$ cat config.mk
export PLATFORM = sky130hd
export DESIGN_NAME = retire_queue
export DESIGN_NICKNAME = d
export VERILOG_FILES = /design/src/rtl/retire_queue_pkg.sv /design/src/rtl/retire_out_reg.sv /design/src/rtl/retire_queue.sv
export SDC_FILE = /design/constraint.sdc
export NUM_CORES = 1
export LEC_CHECK = 0
export BUFFER_PORTS_ARGS = -buffer_cell sky130_fd_sc_hd__buf_2
export CORE_AREA = 3 3 248 250
export CTS_CLUSTER_SIZE = 28
export DETAILED_ROUTE_END_ITERATION = 10
export DIE_AREA = 0 0 251 253
export GPL_TIMING_DRIVEN = 0
export PLACE_DENSITY = 0.64
export REMOVE_ABC_BUFFERS = 1
export SYNTH_ARGS = -nofsm -noshare
export SYNTH_HDL_FRONTEND = slang
export SYNTH_HIERARCHICAL = 1
export SYNTH_SLANG_ARGS = --single-unit
$ cat constraint.sdc
create_clock -name clk -period 3.6 [get_ports clk]
set_clock_uncertainty 0.2 [all_clocks]
set_input_delay 0.36 -clock clk [delete_from_list [all_inputs] [get_ports clk]]
set_output_delay 0.36 -clock clk [all_outputs]
set_load 0.02 [all_outputs]
$ cat src/rtl/retire_queue_pkg.sv
// Shared widths for the retire queue, renamer and write-back stage.
// Also holds small pointer/count helpers used by the queue.
package retire_queue_pkg;

  localparam int RQ_INDEX_WIDTH = 5;
  localparam int RQ_PREG_WIDTH  = 6;
  localparam int RQ_VREG_WIDTH  = 5;

  typedef enum logic [1:0] {
    OCC_HOLD = 2'b00,
    OCC_DEC  = 2'b01,
    OCC_INC  = 2'b10,
    OCC_BOTH = 2'b11
  } occ_op_t;

  function automatic occ_op_t occ_op(input logic alloc_fire, input logic retire_fire);
    return occ_op_t'({alloc_fire, retire_fire});
  endfunction

endpackage

$ cat src/rtl/retire_out_reg.sv
// Valid/ready output register for retired entries; one-cycle load.
// Contents are held stable while presented and not accepted.
module retire_out_reg
  import retire_queue_pkg::*;
#(
  parameter int PREG_WIDTH = RQ_PREG_WIDTH,
  parameter int VREG_WIDTH = RQ_VREG_WIDTH
) (
  input  logic                  clk,
  input  logic                  rst,
  input  logic                  load,
  input  logic [PREG_WIDTH-1:0] load_old_preg,
  input  logic [VREG_WIDTH-1:0] load_vreg,
  input  logic [PREG_WIDTH-1:0] load_new_preg,
  input  logic                  free_ready,
  output logic                  free_valid,
  output logic [PREG_WIDTH-1:0] free_preg,
  output logic [VREG_WIDTH-1:0] commit_vreg,
  output logic [PREG_WIDTH-1:0] commit_preg
);

  always_ff @(posedge clk) begin
    if (rst) begin
      free_valid  <= 1'b0;
      free_preg   <= '0;
      commit_vreg <= '0;
      commit_preg <= '0;
    end else if (load) begin
      free_valid  <= 1'b1;
      free_preg   <= load_old_preg;
      commit_vreg <= load_vreg;
      commit_preg <= load_new_preg;
    end else if (free_valid && free_ready) begin
      free_valid <= 1'b0;
    end
  end

endmodule

$ cat src/rtl/retire_queue.sv
// In-order retirement queue: records rename mappings, collects write-backs,
// retires done head entries into a valid/ready output register.
module retire_queue
  import retire_queue_pkg::*;
#(
  parameter int INDEX_WIDTH = RQ_INDEX_WIDTH,
  parameter int PREG_WIDTH  = RQ_PREG_WIDTH,
  parameter int VREG_WIDTH  = RQ_VREG_WIDTH
) (
  input  logic                   clk,
  input  logic                   rst,
  input  logic                   alloc_valid,
  output logic                   alloc_ready,
  input  logic [VREG_WIDTH-1:0]  alloc_vreg,
  input  logic [PREG_WIDTH-1:0]  alloc_new_preg,
  input  logic [PREG_WIDTH-1:0]  alloc_old_preg,
  output logic [INDEX_WIDTH-1:0] alloc_index,
  input  logic                   wb_valid,
  input  logic [INDEX_WIDTH-1:0] wb_index,
  output logic                   free_valid,
  input  logic                   free_ready,
  output logic [PREG_WIDTH-1:0]  free_preg,
  output logic [VREG_WIDTH-1:0]  commit_vreg,
  output logic [PREG_WIDTH-1:0]  commit_preg,
  output logic [INDEX_WIDTH:0]   count,
  output logic                   empty
);

  localparam int DEPTH = 1 << INDEX_WIDTH;
  localparam logic [INDEX_WIDTH:0] FULL_COUNT = {1'b1, {INDEX_WIDTH{1'b0}}};

  logic [VREG_WIDTH-1:0]  vreg_q     [DEPTH];
  logic [PREG_WIDTH-1:0]  new_preg_q [DEPTH];
  logic [PREG_WIDTH-1:0]  old_preg_q [DEPTH];
  logic [DEPTH-1:0]       busy;
  logic [DEPTH-1:0]       done;
  logic [INDEX_WIDTH-1:0] head;
  logic [INDEX_WIDTH-1:0] tail;
  logic                   alloc_fire;
  logic                   retire_fire;

  // alloc_ready looks only at count so free_ready never reaches it combinationally.
  assign alloc_ready = (count != FULL_COUNT);
  assign alloc_index = tail;
  assign empty       = (count == '0);
  assign alloc_fire  = alloc_valid && alloc_ready;
  assign retire_fire = busy[head] && done[head] && (!free_valid || free_ready);

  always_ff @(posedge clk) begin
    if (alloc_fire) begin
      vreg_q[tail]     <= alloc_vreg;
      new_preg_q[tail] <= alloc_new_preg;
      old_preg_q[tail] <= alloc_old_preg;
    end
  end

  // Later assignments win: retire clears after write-back, allocate overrides both.
  always_ff @(posedge clk) begin
    if (rst) begin
      busy  <= '0;
      done  <= '0;
      head  <= '0;
      tail  <= '0;
      count <= '0;
    end else begin
      if (wb_valid && busy[wb_index]) begin
        done[wb_index] <= 1'b1;
      end
      if (retire_fire) begin
        busy[head] <= 1'b0;
        done[head] <= 1'b0;
        head       <= head + INDEX_WIDTH'(1);
      end
      if (alloc_fire) begin
        busy[tail] <= 1'b1;
        done[tail] <= 1'b0;
        tail       <= tail + INDEX_WIDTH'(1);
      end
      case (occ_op(alloc_fire, retire_fire))
        OCC_INC: count <= count + (INDEX_WIDTH + 1)'(1);
        OCC_DEC: count <= count - (INDEX_WIDTH + 1)'(1);
        default: count <= count;
      endcase
    end
  end

  retire_out_reg #(
    .PREG_WIDTH(PREG_WIDTH),
    .VREG_WIDTH(VREG_WIDTH)
  ) u_out (
    .clk          (clk),
    .rst          (rst),
    .load         (retire_fire),
    .load_old_preg(old_preg_q[head]),
    .load_vreg    (vreg_q[head]),
    .load_new_preg(new_preg_q[head]),
    .free_ready   (free_ready),
    .free_valid   (free_valid),
    .free_preg    (free_preg),
    .commit_vreg  (commit_vreg),
    .commit_preg  (commit_preg)
  );

endmodule

## Word level (Yosys, flattened, before mapping)

Memory sizes are Yosys's and may differ from the RTL's. A register that Yosys moved wholly into a read port is not among the register bits.
Cells that the tools add are included.

- Bits in registers: 81
- Bits in writable memories: 544
- Input bits: 27
- Output and inout bits: 31
- Word-level logic and storage cells: 67
- Memories kept: 3

- Add/sub/neg operators: 4
- Order comparisons: 6
- Eq/ne operators: 3
- Multiplexer cells: 25
- Bitwise operators: 7
- Reduce and logical (&&, ||, !) cells: 13

Memory list:

| memory | depth | width | rd ports | clocked after Yosys merged registers in | wr ports | RTL line | text |
|---|---|---|---|---|---|---|---|
| new_preg_q | 32 | 6 | 1 | 1 | 1 | retire_queue.sv:33 | `logic [PREG_WIDTH-1:0] new_preg_q [DEPTH];` |
| old_preg_q | 32 | 6 | 1 | 1 | 1 | retire_queue.sv:34 | `logic [PREG_WIDTH-1:0] old_preg_q [DEPTH];` |
| vreg_q | 32 | 5 | 1 | 1 | 1 | retire_queue.sv:32 | `logic [VREG_WIDTH-1:0] vreg_q [DEPTH];` |

Operators with widths:

| kind | count |
|---|---|
| 32-bit 2-to-1 mux | 8 |
| 32-bit AND | 3 |
| 32-bit NOT | 2 |
| 32-bit OR | 2 |
| 5-bit by 6-bit less-than comparator with 1-bit output (second input constant) | 3 |
| 1-bit binary-select mux with 5-bit select | 3 |
| 1-bit demux with 5-bit select | 3 |
| 5-bit by 1-bit greater-or-equal comparator with 1-bit output (second input constant) | 3 |
| 6-bit case mux with 2 select lines | 1 |
| 5-bit by 1-bit adder with 5-bit output (second input constant) | 2 |
| 1-bit 2-to-1 mux | 10 |
| 1-bit logical AND | 8 |
| 6-bit by 1-bit adder with 6-bit output (second input constant) | 1 |
| 6-bit logical NOT | 1 |
| 6-bit inequality test (second input constant) | 1 |
| 6-bit by 1-bit subtractor with 6-bit output (second input constant) | 1 |
| 2-bit nonzero test | 2 |
| 2-bit by 1-bit == test with 1-bit output (second input constant) | 1 |
| 2-bit == test (second input constant) | 1 |
| 1-bit logical NOT | 1 |
| 1-bit logical OR | 1 |

## Logic depth before layout (Yosys ltp)

- Depth after elaboration: 12
- Depth in mapped cells: 18
- Gate-level depth less buffers: 14

## Hierarchy

Netlist, hierarchy kept.

By module, submodules not included:

| module | times used | cells each | area an instance (um^2) | seq. area each (um^2) |
|---|---|---|---|---|
| retire_queue | 1 | 1329 | 25334.3 | 18037.3 |
| retire_out_reg | 1 | 59 | 650.6 | 360.3 |

## Least setup slack after synthesis

Ideal clock, no wire load.

- Kind: reg2reg
- From: register head[2]
- To: register count[4]
- Arrival time: 3.572 ns
- Required time: 3.329 ns
- Setup slack: -0.242 ns
- Stages on the path, launching flop included: 18
- Cells stage by stage: dfxtp_1 > buf_2 > clkbuf_1 > nand2_1 > nor2_1 > a22oi_1 > o211a_1 > nor3_1 > ha_1 > clkbuf_1 > xor2_1 > ha_1 > a21oi_1 > o21bai_1 > a22oi_1 > o221a_2 > or3_1 > a21oi_1

- Word-level cells in the longest chain between the ends: 6
- Elaborated cells on any way between the ends: 10
- Those cells by class: eq/ne: 2; mux: 5; reduce/logical: 3

RTL lines:

| what | RTL line | text |
|---|---|---|
| from (decl) | retire_queue.sv:37 | `logic [INDEX_WIDTH-1:0] head;` |
| from (signal assigned) | retire_queue.sv:72 | `head <= head + INDEX_WIDTH'(1);` |
| 1-bit binary-select mux with 5-bit select | retire_queue.sv:47 | `assign retire_fire = busy[head] && done[head] && (!free_valid \|\| free_ready);` |
| 1-bit 2-to-1 mux (implied by the code) | retire_queue.sv:47 |  |
| 1-bit logical AND (*) (2 in series) | retire_queue.sv:47 |  |
| named net retire_fire | retire_queue.sv:40 | `logic retire_fire;` |
| 2-bit by 1-bit == test with 1-bit output or 2-bit == test (tied branches) | retire_queue.sv:79 | `case (occ_op(alloc_fire, retire_fire))` |
| 6-bit case mux with 2 select lines or 2-bit nonzero test (tied branches) | - |  |
| to (signal assigned) | retire_queue.sv:80 | `OCC_INC: count <= count + (INDEX_WIDTH + 1)'(1);` |
| to (signal assigned) | retire_queue.sv:81 | `OCC_DEC: count <= count - (INDEX_WIDTH + 1)'(1);` |
| to (signal assigned) | retire_queue.sv:82 | `default: count <= count;` |
| to (decl) | retire_queue.sv:25 | `output logic [INDEX_WIDTH:0] count,` |

Mark *: on every way through the listed nets, which the timed path passes. The rest lies on a longest branch. The select of a mux whose other input is x is not followed.
A chain may end at the register's enable or synchronous reset.

## Final worst setup path

- From: register head[3]
- To: register count[4]

The elaborated chain is that of the path after synthesis.

==> results by group <==
CTS
  – Skew-Pair Late Insertion Delay: 0.63 ns
  – Total CTS buffers: between 60 and 70
  – Root buf cell: clkbuf_16
  – TritonCTS clock tree: yes
  – CTS Buffer Depth: 3
  – H-Tree Depth: 2
  – Clk pin slew, worst setup/hold paths: 0.07 ns
  – TritonCTS Sinks: 647

Power and ir drop
  – Power Dens Cells: 497 nW/µm²
  – Peak supply drop: 0.388 mV
  – Final Power: 0.0152 W
  – Pleak: around 9.3 nW

Floorplanning
  – Die ar.: 63500 µm²
  – Die Ht: 253 µm
  – I/O Pins: 58
  – Core area: 59200 µm²
  – Num rows: between 80 and 90
  – Die Span X: about 250 µm
  – Initial Util: 0.439

STA
  – WHS: 0.0213 ns
  – Setup violators final: 3
  – RSZ-0062 raised after global routing: yes
  – Final Hold Vio Count: 0
  – Final WS setup: -0.0704 ns
  – Max Clk Rate: 0.272 GHz
  – Max-slew headroom: 0.0514
  – Slew @ Worst Pin: 1.42 ns
  – Slew Limit Fails: 0
  – Tmin final: 3.67 ns
  – Final period util: 1.02

Worst hold path
  – Min-Delay Path Depth: 1
  – Hold endpoint: vreg_q[20][3]$_DFFE_PP_
  – Hold Crit Class: primary input to register
  – Worst hold path startpoint: alloc_vreg[3]

Layout
  – # fillers: 4634
  – Commonest non-fill, non-tap cell in the layout: edfxtp_1
  – Util after Layout: 0.517
  – Most frequent cells in the layout: 544 x edfxtp_1, 176 x mux4_2, 94 x nor2_1, 94 x dfxtp_1, 63 x clkbuf_16
  – Area grow syn2layout: 18.0%
  – Design Area, Final: about 31000 µm²
  – N_diodes: 0
  – Total Nets Final: 1546
  – Layout cells sized above 1: 0.341

GRT
  – Initial antenna violation count: 3
  – Total congestion overflow: 0
  – First-pass GRT wire length: between 90000 and 100000 µm
  – Tot GR Track Use: 0.207
  – Vias in the first global route: 14200
  – Pin count of the biggest net entering global routing: 79

Place
  – DP Area: 27800 µm²
  – Post-Place Worst Slack: -1.31 ns
  – RD Place Congestion: 0.838
  – I/O Buffers: 57
  – DP HPWL: 37600 µm

Status
  – Failing checks: negative setup slack
  – Outcome: finished, violations left

Synthesis
  – Asr flop ratio synth: 0
  – Seq cells post-synth: between 600 and 700
  – Post-synth cell types: between 50 and 60
  – Yosys warns: 6
  – Post-synth EDFFs: 544
  – Gate Count Post-Synth: 1388
  – Register area share after synthesis: 0.708
  – Synthesized area per cell: between 15 and 20 µm²
  – Top-area cell type share of the netlist area: 0.629
  – Area contributors post-synth: edfxtp_1 63%, mux4_2 15%, dfxtp_1 7.9%, nor2_1 1.8%, mux2i_1 1.7%
  – Mapped cell area: 26000 µm²
  – Commonest register cell after synthesis: edfxtp_1
  – Largest area contributor in the netlist: edfxtp_1

Setup path
  – CP peak stage delay: 0.45 ns
  – Worst R2R Path Depth: 15
  – CP max FO: 7
  – FF-to-FF setup slack: -0.07 ns
  – Critical Path RT: 3.96 ns
  – Worst R2R Start: head[3]$_SDFFE_PP0N_
  – Crit. End Element: register
  – Critical Path AT: 4.03 ns
  – Kind of critical path: register to register
  – Startpoint Class: register
  – Crit path cell chain: buf_6 > or3b_4 > o22ai_2 > nor3_2 > o211a_4 > nor3_4 > ha_4 > xor2_1 > ha_2 > a21oi_2 > o21bai_1 > a22oi_1 > o221a_2 > or3_1 > a21oi_1
  – FF-to-FF End: count[4]$_SDFFE_PP0P_
  – CP max stage cell: or3b_4

Drt
  – Per-cell routed wire length: a little under 30 µm
  – Via count: 14400
  – DRC Markers: 0
  – Drt total wl: 67400 µm
  – Initial DRC Count: around 1800
  – Pre-antenna DRT Iters: 5
  – Final ANT Viol Nets: 0
  – Drt via density: 6.18

Job
  – Max-cap violations: 0
cells by family after synthesis:
| kind of cell | share of synthesized area |
|---|---|
| compound gates | 0.0429 |
| xor+xnor | 0.00236 |
| fa+ha+maj | 0.00530 |
| buf+inv | 0.0208 |
| flops | 0.708 |
| mux | 0.183 |
| simple gates | 0.0381 |
metal layers:
metal / wire (µm) / global-route usage / part of all wire
met1: 28800 / 0.312 / 0.43
met2: 29800 / 0.298 / 0.44
met3: 6570 / 0.0444 / 0.097
met4: 2210 / 0.0724 / 0.033
met5: 27 / 0 / 0.00040
worst max-delay path, delay by kind of cell (launching register included):
family / cells / cell delay [ns]
AO/OA/AOI/OAI: 7 / 1.16
XOR/XNOR: 1 / 0.16
adder cells (fa/ha/maj): 2 / 0.38
buffers and inverters: 1 / 0.15
flip-flops: 1 / 0.39
AND/OR/NAND/NOR: 4 / 1.15
sequential cells by signal, summed over array words and instances, names as in the netlist, named ones only:
register           cells
alloc_index            5
busy                  32
count                  6
done                  32
head                   5
new_preg_q           192
old_preg_q           192
u_out/commit_preg      6
u_out/commit_vreg      5
u_out/free_preg        6
u_out/free_valid       1
vreg_q               160
how the worst max path moves through the flow:
stage,startpoint,endpoint
floorplan,register,u_out/commit_preg[0]$_SDFFE_PP0P_
global placement,register,u_out/commit_vreg[4]$_SDFFE_PP0P_
detailed placement,head[2]$_SDFFE_PP0N_,count[4]$_SDFFE_PP0P_
CTS,count[3]$_SDFFE_PP0P_,busy[10]$_SDFF_PP0_
global route,head[2]$_SDFFE_PP0N_,count[4]$_SDFFE_PP0P_
finish,head[3]$_SDFFE_PP0N_,count[4]$_SDFFE_PP0P_
what timing repair did:
item / 4_1_cts / 5_1_grt
hold buffers: 5 / 0
pin swaps: 12 / 25
cloned: 1 / 10
endpoints found under the setup margin: 50 / 302
gates resized for setup: 31 / 34
buffers inserted: 21 / 24
hold endpoints to repair: 103 / 0
synth_stat cells, types with 7 or more instances:
cell	number
a211oi_1	25
edfxtp_1	544
buf_2	18
mux2i_1	45
dfxtp_1	103
a31oi_1	34
buf_1	9
ha_1	11
nor2_1	127
or3_1	8
nand2_1	17
mux4_2	176
o22ai_1	9
a21oi_1	12
nor3b_1	9
clkbuf_1	52
a2111oi_0	25
inv_1	18
nand3_1	7
buf_6	10
a311oi_1	8
mux2_2	27
o21ai_0	11
where the power goes:
group	total, W	leakage, nW	switching [W]	internal (W)
logic	0.000408	2.60	0.000288	0.000121
clock network	0.00666	1.01	0.00281	0.00385
registers	0.00817	5.74	0.0000203	0.00815
metrics by stage:
stage / cells / setup TNS [ns]
after floorplan: 1295 / -78.23
after global placement: 2125 / -725.83
after detailed placement: 2157 / -17.42
after CTS: 2297 / -2.12
after global routing: 2331 / -0.493
final: 2331 / -0.0854
layout make-up:
type                    count  area, µm²  area share
clock inverters            47        495      0.0162
well taps                 773        967      0.0316
clock buffers              66       1570      0.0511
inverters                  18       71.3     0.00233
multi-input cells         639       7560       0.247
flip-flops and latches    647      18400       0.601
repair buffers            141       1570      0.0511
(Power assumes the default switching activity.)
